===== src/rtl/stg_mo.sv =====
// stg_mo: memory-operation stage between EX and WB.
// Issues loads/stores on a req/ack bus, stalls EX, and faults on timeout.
//
// Ports:
//   iw_clk, iw_rst_n           clock, async active-low reset
//   iw_flush                   kill the incoming EX bundle
//   iw_pc .. iw_sr_result      EX result bundle
//   ow_stall                   hold EX (combinational)
//   ow_mem_req/we/addr/wdata   memory request (registered)
//   iw_mem_ack, iw_mem_rdata   memory completion and load data
//   ow_pc .. ow_sr_result      registered bundle to WB
//   ow_fault                   one-cycle pulse on access timeout
module stg_mo #(
  parameter int DATA_W  = 24,
  parameter int ADDR_W  = 48,
  parameter int OPC_W   = 8,
  parameter int GP_W    = 4,
  parameter int TIMEOUT = 255
) (
  input  logic              iw_clk,
  input  logic              iw_rst_n,
  input  logic              iw_flush,
  input  logic [ADDR_W-1:0] iw_pc,
  input  logic [OPC_W-1:0]  iw_opc,
  input  logic              iw_mem_rd,
  input  logic              iw_mem_wr,
  input  logic [ADDR_W-1:0] iw_addr,
  input  logic [DATA_W-1:0] iw_result,
  input  logic [GP_W-1:0]   iw_tgt_gp,
  input  logic              iw_tgt_gp_we,
  input  logic [GP_W-1:0]   iw_tgt_ar,
  input  logic              iw_tgt_ar_we,
  input  logic [ADDR_W-1:0] iw_ar_result,
  input  logic [GP_W-1:0]   iw_tgt_sr,
  input  logic              iw_tgt_sr_we,
  input  logic [ADDR_W-1:0] iw_sr_result,
  output logic              ow_stall,
  output logic              ow_mem_req,
  output logic              ow_mem_we,
  output logic [ADDR_W-1:0] ow_mem_addr,
  output logic [DATA_W-1:0] ow_mem_wdata,
  input  logic              iw_mem_ack,
  input  logic [DATA_W-1:0] iw_mem_rdata,
  output logic [ADDR_W-1:0] ow_pc,
  output logic [OPC_W-1:0]  ow_opc,
  output logic [DATA_W-1:0] ow_result,
  output logic [GP_W-1:0]   ow_tgt_gp,
  output logic              ow_tgt_gp_we,
  output logic [GP_W-1:0]   ow_tgt_ar,
  output logic              ow_tgt_ar_we,
  output logic [ADDR_W-1:0] ow_ar_result,
  output logic [GP_W-1:0]   ow_tgt_sr,
  output logic              ow_tgt_sr_we,
  output logic [ADDR_W-1:0] ow_sr_result,
  output logic              ow_fault
);

  localparam int CNT_W = $clog2(TIMEOUT + 1);

  typedef enum logic {
    S_IDLE,
    S_REQ
  } state_t;

  typedef struct packed {
    logic [ADDR_W-1:0] pc;
    logic [OPC_W-1:0]  opc;
    logic [DATA_W-1:0] result;
    logic [GP_W-1:0]   tgt_gp;
    logic              gp_we;
    logic [GP_W-1:0]   tgt_ar;
    logic              ar_we;
    logic [ADDR_W-1:0] ar_result;
    logic [GP_W-1:0]   tgt_sr;
    logic              sr_we;
    logic [ADDR_W-1:0] sr_result;
  } wb_t;

  state_t     state, state_nx;
  wb_t        in_b, hold_q, wb_d, wb_q;
  logic [CNT_W-1:0] cnt;
  logic       squash_q;
  logic       mem_op;
  logic       ack_ok;
  logic       tmo;
  logic       fault_q;

  always_comb begin
    in_b.pc        = iw_pc;
    in_b.opc       = iw_opc;
    in_b.result    = iw_result;
    in_b.tgt_gp    = iw_tgt_gp;
    in_b.gp_we     = iw_tgt_gp_we;
    in_b.tgt_ar    = iw_tgt_ar;
    in_b.ar_we     = iw_tgt_ar_we;
    in_b.ar_result = iw_ar_result;
    in_b.tgt_sr    = iw_tgt_sr;
    in_b.sr_we     = iw_tgt_sr_we;
    in_b.sr_result = iw_sr_result;
  end

  assign mem_op = iw_mem_rd | iw_mem_wr;
  assign ack_ok = (state == S_REQ) && iw_mem_ack;
  // Ack wins over a timeout landing on the same edge.
  assign tmo    = (state == S_REQ) && !iw_mem_ack
                  && (cnt == CNT_W'(TIMEOUT - 1));

  always_ff @(posedge iw_clk or negedge iw_rst_n) begin
    if (!iw_rst_n) state <= S_IDLE;
    else           state <= state_nx;
  end

  always_comb begin
    state_nx = state;
    ow_stall = 1'b0;
    wb_d     = '0;
    unique case (state)
      S_IDLE: begin
        if (!iw_flush) begin
          if (mem_op) begin
            ow_stall = 1'b1;
            state_nx = S_REQ;
          end else begin
            wb_d = in_b;
          end
        end
      end
      S_REQ: begin
        ow_stall = 1'b1;
        if (ack_ok) begin
          state_nx = S_IDLE;
          wb_d     = hold_q;
          if (!ow_mem_we) wb_d.result = iw_mem_rdata;
          // Stores never write back; a flush seen during
          // the access squashes the bundle too.
          if (ow_mem_we || squash_q || iw_flush) begin
            wb_d.gp_we = 1'b0;
            wb_d.ar_we = 1'b0;
            wb_d.sr_we = 1'b0;
          end
        end else if (tmo) begin
          state_nx = S_IDLE;
        end
      end
      default: state_nx = S_IDLE;
    endcase
  end

  always_ff @(posedge iw_clk or negedge iw_rst_n) begin
    if (!iw_rst_n) begin
      wb_q         <= '0;
      hold_q       <= '0;
      fault_q      <= 1'b0;
      squash_q     <= 1'b0;
      cnt          <= '0;
      ow_mem_req   <= 1'b0;
      ow_mem_we    <= 1'b0;
      ow_mem_addr  <= '0;
      ow_mem_wdata <= '0;
    end else begin
      wb_q    <= wb_d;
      fault_q <= tmo;
      if (state == S_IDLE && state_nx == S_REQ) begin
        ow_mem_req   <= 1'b1;
        ow_mem_we    <= iw_mem_wr;
        ow_mem_addr  <= iw_addr;
        ow_mem_wdata <= iw_mem_wr ? iw_result : '0;
        hold_q       <= in_b;
        squash_q     <= 1'b0;
        cnt          <= '0;
      end else if (state == S_REQ) begin
        if (ack_ok || tmo) begin
          ow_mem_req   <= 1'b0;
          ow_mem_we    <= 1'b0;
          ow_mem_addr  <= '0;
          ow_mem_wdata <= '0;
          squash_q     <= 1'b0;
          cnt          <= '0;
        end else begin
          cnt <= cnt + 1'b1;
          if (iw_flush) squash_q <= 1'b1;
        end
      end
    end
  end

  assign ow_pc        = wb_q.pc;
  assign ow_opc       = wb_q.opc;
  assign ow_result    = wb_q.result;
  assign ow_tgt_gp    = wb_q.tgt_gp;
  assign ow_tgt_gp_we = wb_q.gp_we;
  assign ow_tgt_ar    = wb_q.tgt_ar;
  assign ow_tgt_ar_we = wb_q.ar_we;
  assign ow_ar_result = wb_q.ar_result;
  assign ow_tgt_sr    = wb_q.tgt_sr;
  assign ow_tgt_sr_we = wb_q.sr_we;
  assign ow_sr_result = wb_q.sr_result;
  assign ow_fault     = fault_q;

endmodule

===== config.mk =====
export PLATFORM = sky130hd
export DESIGN_NAME = stg_mo
export DESIGN_NICKNAME = d
export VERILOG_FILES = /design/src/rtl/stg_mo.sv
export SDC_FILE = /design/constraint.sdc
export NUM_CORES = 1
export LEC_CHECK = 0
export ABC_AREA = 1
export CELL_PAD_IN_SITES_DETAIL_PLACEMENT = 1
export CELL_PAD_IN_SITES_GLOBAL_PLACEMENT = 2
export CORE_MARGIN = 10
export CORE_UTILIZATION = 30
export DETAILED_ROUTE_END_ITERATION = 16
export HOLD_SLACK_MARGIN = 0.06
export PLACE_DENSITY_LB_ADDON = 0.1
export SYNTH_ARGS = -nofsm -noshare
export SYNTH_HDL_FRONTEND = slang
export SYNTH_SLANG_ARGS = --single-unit

===== constraint.sdc =====
create_clock -name iw_clk -period 2.35 [get_ports iw_clk]
set_clock_uncertainty 0.1 [all_clocks]
set_input_delay 0.47 -clock iw_clk [delete_from_list [all_inputs] [get_ports iw_clk]]
set_output_delay 0.47 -clock iw_clk [all_outputs]
set_load 0.05 [all_outputs]

After elaboration in Yosys (flattened, before gate mapping)
Cells that the tools add are included.
{ "word_totals": {"reg_bits": 467, "word_cells": 79} }
{ "op_classes": {"n_addsub": 1, "n_eq_ne": 1, "mux": 32, "bitwise": 2, "n_reduce_logical": 13} }
{ "op_table": {"columns": ["op", "count"], "rows": [
  ["$mux W191", 3],
  ["$pmux W191 S2", 1],
  ["$mux W48", 3],
  ["$mux W24", 5],
  ["$mux W8", 3],
  ["$mux W1", 15],
  ["$add A8 B1 Y8 const B", 1],
  ["$eq A8 B8 Y1 const B", 1],
  ["$logic_and A1 B1 Y1", 4],
  ["$pmux W1 S2", 2],
  ["$reduce_and A2 Y1", 2],
  ["$reduce_bool A2 Y1", 2],
  ["$logic_or A1 B1 Y1", 3],
  ["$reduce_bool A3 Y1", 1],
  ["$logic_not A1 Y1", 1],
  ["$not A1 Y1", 1],
  ["$or A1 B1 Y1", 1]
]} }

Depth between registers and ports, before layout
{ "logic_depth": {"ltp_word": 9, "ltp_mapped": 11, "depth_no_buf": 9} }

Least setup slack after synthesis
No wires, ideal clock.
{ "synth_path": {"kind": "input to register", "start": "input iw_mem_wr", "end": "register cnt[4]", "setup_time_ns": 0.113, "arrival_ns": 1.543, "required_time_ns": 2.137, "path_slack_ns": 0.594, "cell_stages": 7, "path_buffers": 0, "path_cell_list": "nor2_1 -> o21bai_2 -> inv_1 -> nor2_1 -> nor2_1 -> nand2_1 -> inv_1"} }
{ "synth_between": {"elab_chain_cells": 6, "word_cells_on_any_way": 7, "classes_between": "mux (4); bitwise (1); reduce/logical (2)"} }
{ "synth_rtl": {"columns": ["element", "line", "text"], "rows": [
  ["from (decl)", "26", "input logic iw_mem_wr,"],
  ["$or A1 B1 Y1 (*)", "102", "assign mem_op = iw_mem_rd | iw_mem_wr;"],
  ["$mux W1 (*)", "120", "if (mem_op) begin"],
  ["$mux W1 (*)", "119", "if (!iw_flush) begin"],
  ["$pmux W1 S2 (*)", "117", "unique case (state)"],
  ["$logic_and A1 B1 Y1 (*)", "163", "if (state == S_IDLE && state_nx == S_REQ) begin"],
  ["$mux W8 or $reduce_bool A2 Y1 (tied branches)", null, null],
  ["to (signal assigned)", "180", "cnt <= cnt + 1'b1;"],
  ["to (decl)", "81", "logic [CNT_W-1:0] cnt;"]
]} }
Mark *: on every way between the ends. The rest lies on a longest branch, timed or not.
A chain may end at the register's enable or synchronous reset.

Final worst setup path
{ "layout_path": {"start": "register wb_q, in the netlist ow_opc[5]", "end": "output ow_opc[5]"} }
{ "layout_lines": {"columns": ["element", "line", "text"], "rows": [
  ["from (decl)", "80", "wb_t in_b, hold_q, wb_d, wb_q;"],
  ["from (signal assigned)", "161", "wb_q <= wb_d;"],
  ["to (decl)", "45", "output logic [OPC_W-1:0] ow_opc,"]
]} }
No word-level cell between the ends.

==> results.md <==
- DR DRC count: 0
- CP Data Arrival Time: roughly 1.7 ns
- Layout Nets: 2,632
- Number of setup buffers added after CTS: 0
- Final hold slack: 0.110 ns
- Synthesized netlist net count: ~2,100
- Clock buffer count from CTS: 54
- Post-synth top flop: sky130_fd_sc_hd__dfrtp_1
- Critical Path, Cell by Cell: clkdlybuf4s50_1
- Shortest clock period the worst path allows after layout: 2.30 ns
- Global-route usage over all layers: 0.185
- CP max-delay cell: sky130_fd_sc_hd__clkdlybuf4s50_1
- Number of search-and-repair iterations in the first detailed-routing pass: 4
- Longest individual stage delay on the worst path: 0.81 ns
- HPWL after DPL: 46.4 mm
- Data required time of the worst path: roughly 1.8 ns
- Area added between synthesis and finish: 44.9%
- Max Freq: 435 MHz
- # clock sinks: 467
- Post-synthesis async set-or-reset flop share: 1.00
- Initial detailed-routing violation count: between 700 and 800
- Cell at the root of the clock tree: sky130_fd_sc_hd__clkbuf_16
- Slew HR: 0.414
- Total Power Consumption: around 24 mW
- Setup slack at placement: 0.00668 ns
- Port-buffer cells: 535
- Cell type with the largest total area after synthesis: sky130_fd_sc_hd__dfrtp_1
- CTS HTree Levels: 2
- Commonest cells after routing, fill and taps aside: sky130_fd_sc_hd__dfrtp_1 (466), sky130_fd_sc_hd__o21ai_0 (383), sky130_fd_sc_hd__nand2_1 (382), sky130_fd_sc_hd__clkdlybuf4s50_1 (294), sky130_fd_sc_hd__inv_1 (204)
- Setup TNS: 0 ns
- Average size of a mapped cell: a little under 10 sq um
- Largest driver fanout on the critical path: 1
- Yosys Warn Count: 0
- Number of max-cap violations: 0
- Antenna-violating nets left: 0
- Yosys top cell area share: 0.655
- Leakage power summed over all cells: about 13 nW
- Capturing element type of the critical path: output port
- Y dimension of the die: 264 um
- Seq/Total Area, Yosys: 0.655
- Pin count of the biggest net entering global routing: about 140
- Kind of launch point of the worst setup path: register
- Gate Count Post-Synth: 1,843
- Die Outline Area: 69,700 sq um
- Family with the most delay on the worst path: buffers and inverters
- Clock Latency Late Sink: 0.59 ns
- Number of top-level pins: about 540
- Slew Limit Fails: 0
- Fin. Hold Viols: 0
- Most frequent standard cell in the layout excluding fill and tap cells: sky130_fd_sc_hd__dfrtp_1
- Cell types occupying the most area after synthesis: sky130_fd_sc_hd__dfrtp_1 (65%), sky130_fd_sc_hd__o21ai_0 (11%), sky130_fd_sc_hd__nand2_1 (8.1%)
- Power per cell area: 922 nW/um^2
- Global-route wire length before repair: 102 mm
- Period utilisation layout: 0.978
- Core Box Area: 59,000 sq um
- Setup Viol. Count Final: 0
- Clock Pin Slew Worst Setup and Hold Paths: 0.06 ns
- Clock Tree Buf Depth: 3
- Outcome: complete, no violations
- Layout cell share with drive strength beyond 1: 0.0702
- Vias per std cell: 4.65
- Post-Place Cell Area: 24,300 sq um
- Minimum setup slack in the final design: 0.0517 ns
- Buffers plus inverters on the worst setup path: 1
- Setup Crit Path Kind: reg -> out
- Number of library cell types mapped by synthesis: 25
- Maximum vdd drop: 636 uV
- Transition time of the tightest slew-check pin: 0.878 ns
- Row count: between 80 and 90
- Overflow after GRT: 0
- Post-layout instance area: 25,900 sq um
- Drt wl/cell: 20.8 um
- Effective utilization at floorplan: 0.302
- Post-Route WL: 66.4 mm
- CTS tree: done
- EDFF count, synth: 0
- Classification of the worst-slack hold path: in -> reg
- Flip-flop and latch count after synthesis: 467
- Chip Width: 264 um
- Routability-driven placement congestion ratio: 0.765
- Vias after detailed routing: 14,816
- Initial antenna violation count: 11
- Setup repair after global routing missed its margin: no
- Number of global-route vias before repair: about 16,000
- Syn Std Cell Area: 17,900 sq um
==> state kept, by name (all words and copies together), names as in the netlist, 8 cells and up <==
| register | cells |
|---|---|
| ow_ar_result | 48 |
| ow_sr_result | 48 |
| ow_opc | 8 |
| ow_mem_addr | 48 |
| ow_result | 24 |
| ow_pc | 48 |
| ow_mem_wdata | 24 |
| cnt | 8 |
| hold_q | 191 |
==> layer usage <==
layer  share of wire  GRT usage  up-vias  routed length [um]
met3           0.066     0.0555       87                4350
met2            0.50      0.320      342               33400
met1            0.41      0.219     7414               27000
li1                -          -     6961                   -
met4           0.022     0.0527       12                1490
met5          0.0012          0        -                  78
==> final timing paths <==
path	slack [ns]	cells past startpoint	from	endpoint
max	0.05	1	ow_opc[5]$_DFF_PN0_	ow_opc[5]
min	0.11	3	iw_mem_ack	ow_tgt_gp[2]$_DFF_PN0_
max reg2reg	0.40	5	state$_DFF_PN0_	ow_mem_addr[30]$_DFFE_PN0P_
min reg2reg	0.37	2	ow_mem_addr[29]$_DFFE_PN0P_	ow_mem_addr[29]$_DFFE_PN0P_
max in group asynchronous	0.94	3	iw_rst_n	ow_mem_addr[32]$_DFFE_PN0P_
min in group asynchronous	0.35	2	iw_rst_n	hold_q[43]$_DFFE_PN0N_
==> cells in the mapped netlist (3+ instances only) <==
master / count
sky130_fd_sc_hd__buf_6: 6
sky130_fd_sc_hd__nand3_1: 176
sky130_fd_sc_hd__buf_2: 31
sky130_fd_sc_hd__nor2_1: 62
sky130_fd_sc_hd__o32ai_1: 24
sky130_fd_sc_hd__o21ai_0: 383
sky130_fd_sc_hd__dfrtp_1: 467
sky130_fd_sc_hd__clkbuf_1: 83
sky130_fd_sc_hd__inv_2: 3
sky130_fd_sc_hd__nand2_1: 383
sky130_fd_sc_hd__nand2_2: 3
sky130_fd_sc_hd__o22ai_1: 3
sky130_fd_sc_hd__inv_1: 204
==> metrics by stage <==
stage,util,instances
floorplan,-,1843
global placement,0.411,3077
detailed placement,0.411,3077
CTS,0.437,3180
global route,0.438,3184
finish,0.438,3185
==> report_power, final <==
part	leakage (nW)	internal, mW	switching (mW)
sequential	6.05	9.30	0.609
combinational	6.47	1.69	3.87
clock	0.899	5.00	3.38
==> cell families (layout without fill, tap and decap cells) <==
group                      after synthesis  in the layout  synth area share
AOI/OAI and AO/OA                      414            414             0.122
xor gates and xnor gates                 1              1          0.000491
adders and majority gates                2              2           0.00140
buffers and inverters                  331            895            0.0753
DFF                                    467            467             0.655
other                                    0              5                 0
and+or+nand+nor                        628            628             0.146
==> final cells by class <==
| type | instances | area, sq um |
|---|---|---|
| fill | 6639 | 33200 |
| sequential | 467 | 11700 |
| timing repair buffer | 585 | 5800 |
| multi-input combinational | 1045 | 4830 |
| clock buffer | 85 | 1680 |
| tap | 773 | 967 |
| inverter | 208 | 781 |
| clock inverter | 17 | 113 |
| antenna | 5 | 12.5 |
==> what timing repair did <==
action / 4_1_cts / 5_1_grt
endpoints found under the hold margin: 25 / 0
hold buffers: 1 / 0
resized for setup: 203 / 20
setup endpoints to repair: 203 / 20
Power figures use the tool's default switching activity.
